[src/rtl/router_alloc_pkg.sv]
// rtl/router_alloc_pkg.sv - shared types and helpers for the router allocation stages
package router_alloc_pkg;

    typedef enum logic [0:0] {
        ALLOC_IDLE   = 1'b0,
        ALLOC_LOCKED = 1'b1
    } alloc_state_e;

    localparam int RR_MAX   = 32;
    localparam int RR_IDX_W = 5;

    function automatic int cnt_width(input int depth);
        return $clog2(depth + 1);
    endfunction

    function automatic int idx_width(input int n);
        return (n > 1) ? $clog2(n) : 1;
    endfunction

    // First set bit of mask searching upward from ptr+1, wrapping at n.
    function automatic logic [RR_MAX-1:0] rr_next(
        input logic [RR_MAX-1:0]   mask,
        input logic [RR_IDX_W-1:0] ptr,
        input int                  n
    );
        logic [RR_MAX-1:0]   pick;
        logic                found;
        int                  idx;
        logic [RR_IDX_W-1:0] sel;
        pick  = '0;
        found = 1'b0;
        for (int k = 1; k <= RR_MAX; k++) begin
            idx = (int'(ptr) + k) % n;
            sel = idx[RR_IDX_W-1:0];
            if (k <= n && !found && mask[sel]) begin
                pick[sel] = 1'b1;
                found     = 1'b1;
            end
        end
        return pick;
    endfunction

endpackage

[src/rtl/rr_arbiter.sv]
// rtl/rr_arbiter.sv - combinational round-robin picker
module rr_arbiter
    import router_alloc_pkg::*;
#(
    parameter int N  = 5,
    parameter int PW = idx_width(N)
) (
    input  logic [N-1:0]  mask,
    input  logic [PW-1:0] ptr,
    output logic [N-1:0]  grant,
    output logic          any_valid
);

    logic [RR_MAX-1:0] pick;

    assign pick      = rr_next(RR_MAX'(mask), RR_IDX_W'(ptr), N);
    assign grant     = pick[N-1:0];
    assign any_valid = |pick;

endmodule

[src/rtl/router_output_allocator.sv]
// rtl/router_output_allocator.sv - per-output wormhole switch allocator with credit gating
module router_output_allocator
    import router_alloc_pkg::*;
#(
    parameter int NUM_INPUTS   = 5,
    parameter int CREDIT_DEPTH = 2,
    parameter int CNT_WIDTH    = $clog2(CREDIT_DEPTH + 1)
) (
    input  logic                  clk,
    input  logic                  rst_n,
    input  logic [NUM_INPUTS-1:0] req,
    input  logic [NUM_INPUTS-1:0] req_is_tail,
    input  logic [NUM_INPUTS-1:0] turn_disable,
    input  logic                  credit_in,
    output logic                  grant_valid,
    output logic [NUM_INPUTS-1:0] grant,
    output logic [NUM_INPUTS-1:0] pop,
    output logic                  send,
    output logic [CNT_WIDTH-1:0]  credit_count,
    output logic                  credit_overflow
);

    localparam int PTR_W = idx_width(NUM_INPUTS);
    localparam logic [CNT_WIDTH-1:0] CREDIT_MAX = CNT_WIDTH'(CREDIT_DEPTH);

    alloc_state_e          state;
    logic [NUM_INPUTS-1:0] owner;
    logic [PTR_W-1:0]      rr_ptr;
    logic [PTR_W-1:0]      owner_idx;
    logic [NUM_INPUTS-1:0] eligible;
    logic [NUM_INPUTS-1:0] pick;
    logic                  pick_valid;
    logic                  tail_pop;

    assign eligible = req & ~turn_disable;

    rr_arbiter #(
        .N  (NUM_INPUTS),
        .PW (PTR_W)
    ) u_rr_arbiter (
        .mask      (eligible),
        .ptr       (rr_ptr),
        .grant     (pick),
        .any_valid (pick_valid)
    );

    // Only the locked owner may dequeue, and only when a downstream slot exists.
    always_comb begin
        pop = '0;
        if (state == ALLOC_LOCKED && credit_count != '0) begin
            pop = owner & req;
        end
    end

    assign send        = |pop;
    assign tail_pop    = |(pop & req_is_tail);
    assign grant_valid = (state == ALLOC_LOCKED);
    assign grant       = owner;

    always_comb begin
        owner_idx = '0;
        for (int i = 0; i < NUM_INPUTS; i++) begin
            if (owner[i]) begin
                owner_idx = PTR_W'(i);
            end
        end
    end

    always_ff @(posedge clk or negedge rst_n) begin
        if (!rst_n) begin
            state  <= ALLOC_IDLE;
            owner  <= '0;
            rr_ptr <= PTR_W'(NUM_INPUTS - 1);
        end else begin
            case (state)
                ALLOC_IDLE: begin
                    if (pick_valid) begin
                        owner <= pick;
                        state <= ALLOC_LOCKED;
                    end
                end
                ALLOC_LOCKED: begin
                    if (tail_pop) begin
                        owner  <= '0;
                        rr_ptr <= owner_idx;
                        state  <= ALLOC_IDLE;
                    end
                end
                default: begin
                    owner <= '0;
                    state <= ALLOC_IDLE;
                end
            endcase
        end
    end

    always_ff @(posedge clk or negedge rst_n) begin
        if (!rst_n) begin
            credit_count    <= CREDIT_MAX;
            credit_overflow <= 1'b0;
        end else begin
            case ({send, credit_in})
                2'b10: credit_count <= credit_count - 1'b1;
                2'b01: begin
                    if (credit_count == CREDIT_MAX) begin
                        credit_overflow <= 1'b1;
                    end else begin
                        credit_count <= credit_count + 1'b1;
                    end
                end
                default: credit_count <= credit_count;
            endcase
        end
    end

endmodule

[config.mk]
export PLATFORM = sky130hd
export DESIGN_NAME = router_output_allocator
export DESIGN_NICKNAME = d
export VERILOG_FILES = /design/src/rtl/router_alloc_pkg.sv /design/src/rtl/rr_arbiter.sv /design/src/rtl/router_output_allocator.sv
export SDC_FILE = /design/constraint.sdc
export NUM_CORES = 1
export LEC_CHECK = 0
export BUFFER_PORTS_ARGS = -buffer_cell sky130_fd_sc_hd__buf_2
export CAP_MARGIN = 40
export CORE_AREA = 2 2 70 106
export DETAILED_ROUTE_END_ITERATION = 7
export DIE_AREA = 0 0 72 108
export GPL_TIMING_DRIVEN = 0
export HOLD_SLACK_MARGIN = 0.02
export REMOVE_ABC_BUFFERS = 1
export SLEW_MARGIN = 15
export SYNTH_ARGS = -nofsm -noshare
export SYNTH_HDL_FRONTEND = slang
export SYNTH_SLANG_ARGS = --single-unit
[constraint.sdc]
create_clock -name clk -period 10.4 [get_ports clk]
set_input_delay 1.56 -clock clk [delete_from_list [all_inputs] [get_ports clk]]
set_output_delay 1.56 -clock clk [all_outputs]
set_load 0.005 [all_outputs]
==> flow_summary.toml, run 1 <==
[run_status]
run_status = "complete, no violations"

[routing]
drt-total-wl_mm = 8.85
drtIter0Drc = 205
postRouteAntennaNets = 0
avgViaCountPerCell = 6.41
drc = 0
dr.pass1.iters = 5
vias = 3193
wl_per_cell_um = 17.8

[global_route]
grt_most_used_layer = "met2"
grt_pass1_vias = 3105
grt_antenna_before_repair = 0
grt_use_met3_pct = 0.559
gr-usage-met2_pct = 44.5
grt_first_pass_wirelength_mm = 14.5
grt.met1_usage_pct = 26.2
track_usage_pct = 23.2
overflow = 0
grt_max_degree = 47

[worst_setup_path]
critPathBufInv = 2
critical_path.cell_chain = "inv_1 -> ha_1 -> clkinv_1 -> ha_1 -> nor2_1 -> a21oi_2 -> xnor2_1 -> ha_1 -> nor2b_1 -> nor3_1 -> a31oi_1 -> nand2_1 -> o211ai_1 -> a21oi_1 -> or4_1 -> o221ai_1 -> or4_4 -> o211ai_2"
r2r_setup_slack_ns = 3.75
ff2ff_path_depth = 18
critPathSlowestCell = "ha_1"
max_stage_delay_ns = 0.86
crit_path_frequent_cell = "ha_1"
critPathRequiredTime_ns = 10.53
worst_setup_path_end_kind = "register"
cp_num_cells = 18
path_class = "register to register"
critical_path.top_delay_family = "adder cells"
cp.arrival_ns = 6.78
startpoint = "rr_ptr[1]"
worstPathMaxFanout = 22
r2r_start = "rr_ptr[1]"
r2r-end = "grant[1]"
worstSetupStartpointType = "register"

[sta]
tightest_slew_ns = 0.722
maxSlewHeadroom_pct = 51.7
max_freq_mhz = 150
setup_tns_ns = 0
clock_skew_ns = 0.00433
hold_viol_final = 0
rsz0062_at_grt = "false"
min_period_over_period_pct = 64.0
setup_violations = 0
fin_crit_ns = 6.65
report.final.slew_viol_count = 0

[power_and_ir_drop]
leakage_nw = 1.37
ir_drop_mv = 0.235
comb_power_share_pct = 87.0
power_frac_seq_pct = 8.7
sw_frac_of_total_pct = 57.3
power_density_nw_per_um2 = 385
switchingPower_mw = 0.715
p_int_mw = 0.533
pwr-share-clk_pct = 4.3

[clock_tree]
htree_levels = 1
post_cts_resized = 0
clock_latency_ns = 0.25
cts_tree = "built"
cts_setup_buffers = 0
cts_buffers = 3
clockRootBuffer = "clkbuf_8"
path_clk_slew_ns = 0.06
postCtsHoldBufs = 0
cts.sinks = 12
clockBufferDepth = 2

[floorplanning]
fp.dieH_um = 108
die_w_um = 72
num_rows = 37
core_area_um2 = 6810
initial_core_util_pct = 44.1
die-area_um2 = 7780
io_pins = 33

[layout]
nets = 466
multi_input_area_um2 = 2510
drive_gt1_share_pct = 17.4
fin_cells = 498
nFillCells = 684
syn_to_final_growth_pct = 8.12
seqCellArea_um2 = 304
antenna_cells = 0

[hold_path]
whs_path_depth = 1
whs_endpoint = "credit_overflow"
hold_path_class = "register to register"
hp-start = "credit_overflow"

[yosys]
ys_top_cells_by_area = "ha_1, dfrtp_1, mux2i_1"
synth_area_um2 = 3000
syn_area_per_cell_um2 = 7.51
yosys_warnings = 0
synthArstFlopShare_pct = 100
yosys-top-cells-count = "nor2_1, nand2_1, ha_1, inv_1"
synth_flop_cell = "dfrtp_1"
synth_edf_count = 0
synthCells = 400
synth_top_area_cell = "ha_1"
ys_ff_latch = 12
yosysSeqAreaShare_pct = 10.1
synth_top_area_share_pct = 11.3
synth_cell_types = 78
yosysMostFrequentCell = "nor2_1"

[run]
drv_cap = 0

[placed_design]
dp.cells = 492
io_buffers = 32
dpl.hpwl_mm = 6.81
place.gp.congestion = 0.992
-- worst register-to-register path: cells and delay by family (launching register included) --
| kind | cells | cell delay (ns) |
|---|---|---|
| compound gates | 6 | 1.31 |
| buf+inv | 2 | 0.91 |
| fa+ha+maj | 3 | 1.56 |
| simple gates | 6 | 1.53 |
| flops | 1 | 0.73 |
| xor+xnor | 1 | 0.47 |
-- routing by layer --
layer  up-vias  wire, um
li1       1557         -
met5         -         0
met1      1536      3580
met2        81      4670
met3        19       296
met4         0       297
-- state kept, by name (all words and copies together) (netlist names) --
signal	flops
credit_count	2
rr_ptr	3
grant	5
credit_overflow	1
grant_valid	1
-- stage by stage --
stage	cell area [um2]	hold slack, ns	power, mW	worst slack, ns	utilization, %
CTS	3240	0.482	1.24	3.68	47.6
global placement	3160	0.452	1.16	3.22	46.4
finish	3250	0.476	1.25	3.75	47.7
detailed placement	3180	0.466	1.18	3.76	46.8
global route	3250	0.497	1.37	3.20	47.7
floorplan	2900	0.466	0.937	4.65	-
-- layout by cell type, fill, tap and decap left out, types with 6 or more instances in the layout --
cell type,n
buf_2,34
nand2_1,34
mux2i_1,14
a31oi_1,13
o21ai_0,19
o211ai_1,8
dfrtp_1,9
and2_1,6
nand3_1,9
nor3_1,9
nor4_1,10
xnor2_1,9
ha_1,27
nand2b_1,6
and3_1,7
nor2_1,36
nor2b_1,11
a21oi_1,19
inv_1,21
-- logic make-up after synthesis --
kind of cell | synth area share, %
buffers and inverters | 6.33
adder cells (fa/ha/maj) | 11.2
multiplexers | 8.42
flip-flops | 10.1
XOR/XNOR | 4.75
AND/OR/NAND/NOR | 27.9
AO/OA/AOI/OAI | 31.3
-- how the worst max path moves through the flow --
stage | endpoint | slack [ns]
global route | grant[3] | 3.20
detailed placement | grant[3] | 3.76
floorplan | grant[4] | 4.65
finish | grant[1] | 3.75
CTS | grant[3] | 3.68
global placement | grant[4] | 3.22
-- power by group through the flow --
stage                     Sequential, mW  Clock, mW  Combinational (mW)
final                              0.108     0.0537                1.09
after global routing               0.113     0.0562                1.20
after CTS                          0.109     0.0557                1.07
after detailed placement           0.109          0                1.07
after global placement             0.120          0                1.04
after floorplan                    0.106          0               0.831
-- cell type report --
type	count	area share, %
well taps	78	3.01
clock buffers	4	1.70
multi-input cells	345	77.3
inverters	24	2.77
repair buffers	35	5.86
flip-flops and latches	12	9.36
Note: power is estimated with default switching activity, not from simulation.
==> inputs of run 2 (changes only) <==
==> constraint.sdc (replaced) <==
create_clock -name clk -period 6.6 [get_ports clk]
set_input_delay 0.99 -clock clk [delete_from_list [all_inputs] [get_ports clk]]
set_output_delay 0.99 -clock clk [all_outputs]
set_load 0.005 [all_outputs]
==> run 2 against run 1 <==
- wire length is 0.17% higher
- clock power grew 57%
- utilization up 0.17 points
- non-clock buffer count unchanged
- fmax increased by 11%
- cell area up 0.35%
- critical path type unchanged
- highest routed layer unchanged
==> flow_summary.toml, run 2 (same netlist as run 1, synthesis figures left out) <==
[layout]
nFillCells = 685
final_common_cell = "nor2_1"
multi_input_area_um2 = 2520
drive_gt1_share_pct = 18.1
nets = 466
syn_to_final_growth_pct = 8.50
largest_register_ffs = 5
mostFrequentLayoutCells = "nor2_1, nand2_1, buf_2"
antenna_cells = 0
seqCellArea_um2 = 305

[sta]
rsz0062_at_grt = "false"
max_freq_mhz = 167
maxSlewHeadroom_pct = 51.6
tightest_slew_ns = 0.724
hold_viol_final = 0
fin_crit_ns = 5.98
setup_tns_ns = 0
min_period_over_period_pct = 90.5
clock_skew_ns = 0.00460
setup_violations = 0
report.final.slew_viol_count = 0
timing.final.ws_setup_ns = 0.624

[clock_tree]
clockRootBuffer = "clkbuf_8"
cts_tree = "built"
clockBufferDepth = 2
cts_buffers = 3
htree_levels = 1
path_clk_slew_ns = 0.06
cts_setup_buffers = 0
postCtsHoldBufs = 0
clock_latency_ns = 0.25
cts.sinks = 12

[power_and_ir_drop]
power_density_nw_per_um2 = 607
ir_drop_mv = 0.370
leakage_nw = 1.38

[run_status]
run_status = "complete, no violations"

[global_route]
grt_first_pass_wirelength_mm = 14.5
grt_pass1_vias = 3101
overflow = 0
track_usage_pct = 23.2
grt_max_degree = 47
grt_antenna_before_repair = 0

[worst_setup_path]
worstSetupStartpointType = "register"
critPathSlowestCell = "ha_2"
critPathBufInv = 2
path_class = "register to register"
max_stage_delay_ns = 0.67
worstPathMaxFanout = 22
worst_setup_path_end_kind = "register"
crit_path_frequent_cell = "ha_1"
ff2ff_path_depth = 18
startpoint = "rr_ptr[1]"
cp.arrival_ns = 6.10
crit_path_end = "grant[1]"
r2r-end = "grant[1]"
cp_num_cells = 18
critical_path.top_delay_family = "simple AND/OR/NAND/NOR gates"
r2r_setup_slack_ns = 0.62
r2r_start = "rr_ptr[1]"
critical_path.cell_chain = "inv_1 -> ha_2 -> clkinv_1 -> ha_1 -> nor2_1 -> a21oi_2 -> xnor2_2 -> ha_1 -> nor2b_1 -> nor3_1 -> a31oi_1 -> nand2_1 -> o211ai_1 -> a21oi_1 -> or4_1 -> o221ai_1 -> or4_4 -> o211ai_2"
critPathRequiredTime_ns = 6.72

[routing]
postRouteAntennaNets = 0
wl_per_cell_um = 17.8
drt-total-wl_mm = 8.87
avgViaCountPerCell = 6.40
dr.pass1.iters = 4
vias = 3186
drc = 0
drtIter0Drc = 152

[floorplanning]
fp.dieH_um = 108
initial_core_util_pct = 44.1
die-area_um2 = 7780
io_pins = 33
core_area_um2 = 6810
num_rows = 37
die_w_um = 72

[hold_path]
whs_path_depth = 1
hold_path_class = "register to register"

[placed_design]
io_buffers = 32
place.gp.congestion = 0.992
dpl.hpwl_mm = 6.81
pre_cts_slack_ns = -0.0428

[run]
drv_cap = 0
==> run 2: cell counts in the layout (fill, tap and decap cells not counted) <==
No cell type changed its count.
==> run 2: worst reg2reg max path, stage by stage (launching register included) <==
cell and delay [ns]:
dfrtp_2 0.57, inv_1 0.30, ha_2 0.68, clkinv_1 0.44, ha_1 0.34, nor2_1 0.25
a21oi_2 0.14, xnor2_2 0.32, ha_1 0.32, nor2b_1 0.16, nor3_1 0.05, a31oi_1 0.37
nand2_1 0.21, o211ai_1 0.28, a21oi_1 0.17, or4_1 0.64, o221ai_1 0.31, or4_4 0.24
o211ai_2 0.09
==> run 2: how the worst min path moves through the flow <==
stage | startpoint | end | slack (ns)
6_report | credit_overflow | credit_overflow | 0.48
5_1_grt | credit_overflow | credit_overflow | 0.50
4_1_cts | credit_overflow | credit_overflow | 0.48
3_5_place_dp | credit_overflow | credit_overflow | 0.47
3_3_place_gp | credit_overflow | credit_overflow | 0.45
2_1_floorplan | credit_overflow | credit_overflow | 0.47
==> run 2: power by group <==
part	leakage, nW	internal (mW)	switching, mW
registers	0.140	0.108	0.0626
clock network	0.0288	0.0529	0.0315
logic	1.21	0.685	1.04
==> run 2: layout make-up <==
cell class	instances	area share, %
flip-flops and latches	12	9.37
well taps	78	3.00
repair buffers	35	5.84
multi-input cells	345	77.3
clock buffers	4	1.69
inverters	24	2.76
==> run 2: timing repair <==
item                                    CTS  global route
endpoints found under the setup margin    6             6
resized for setup                         1             2
gates cloned                              0             0
==> run 2: per-layer routing <==
metal	vias up	GRT usage, %	part of all wire (%)
met5	-	0	0
met4	0	9.84	2.9
met3	17	0.559	3.8
met2	86	44.4	53
met1	1528	26.3	40
li1	1555	-	-
==> run 2: per-stage QoR <==
| stage | std cells | cell area [um2] | total power [mW] | util, % | hold slack, ns |
|---|---|---|---|---|---|
| 6_report | 498 | 3260 | 1.98 | 47.9 | 0.477 |
| 5_1_grt | 498 | 3260 | 2.17 | 47.9 | 0.497 |
| 3_5_place_dp | 492 | 3180 | 1.86 | 46.8 | 0.466 |
| 4_1_cts | 496 | 3240 | 1.95 | 47.6 | 0.482 |
| 2_1_floorplan | 381 | 2900 | 1.48 | - | 0.466 |
| 3_3_place_gp | 491 | 3160 | 1.83 | 46.4 | 0.452 |
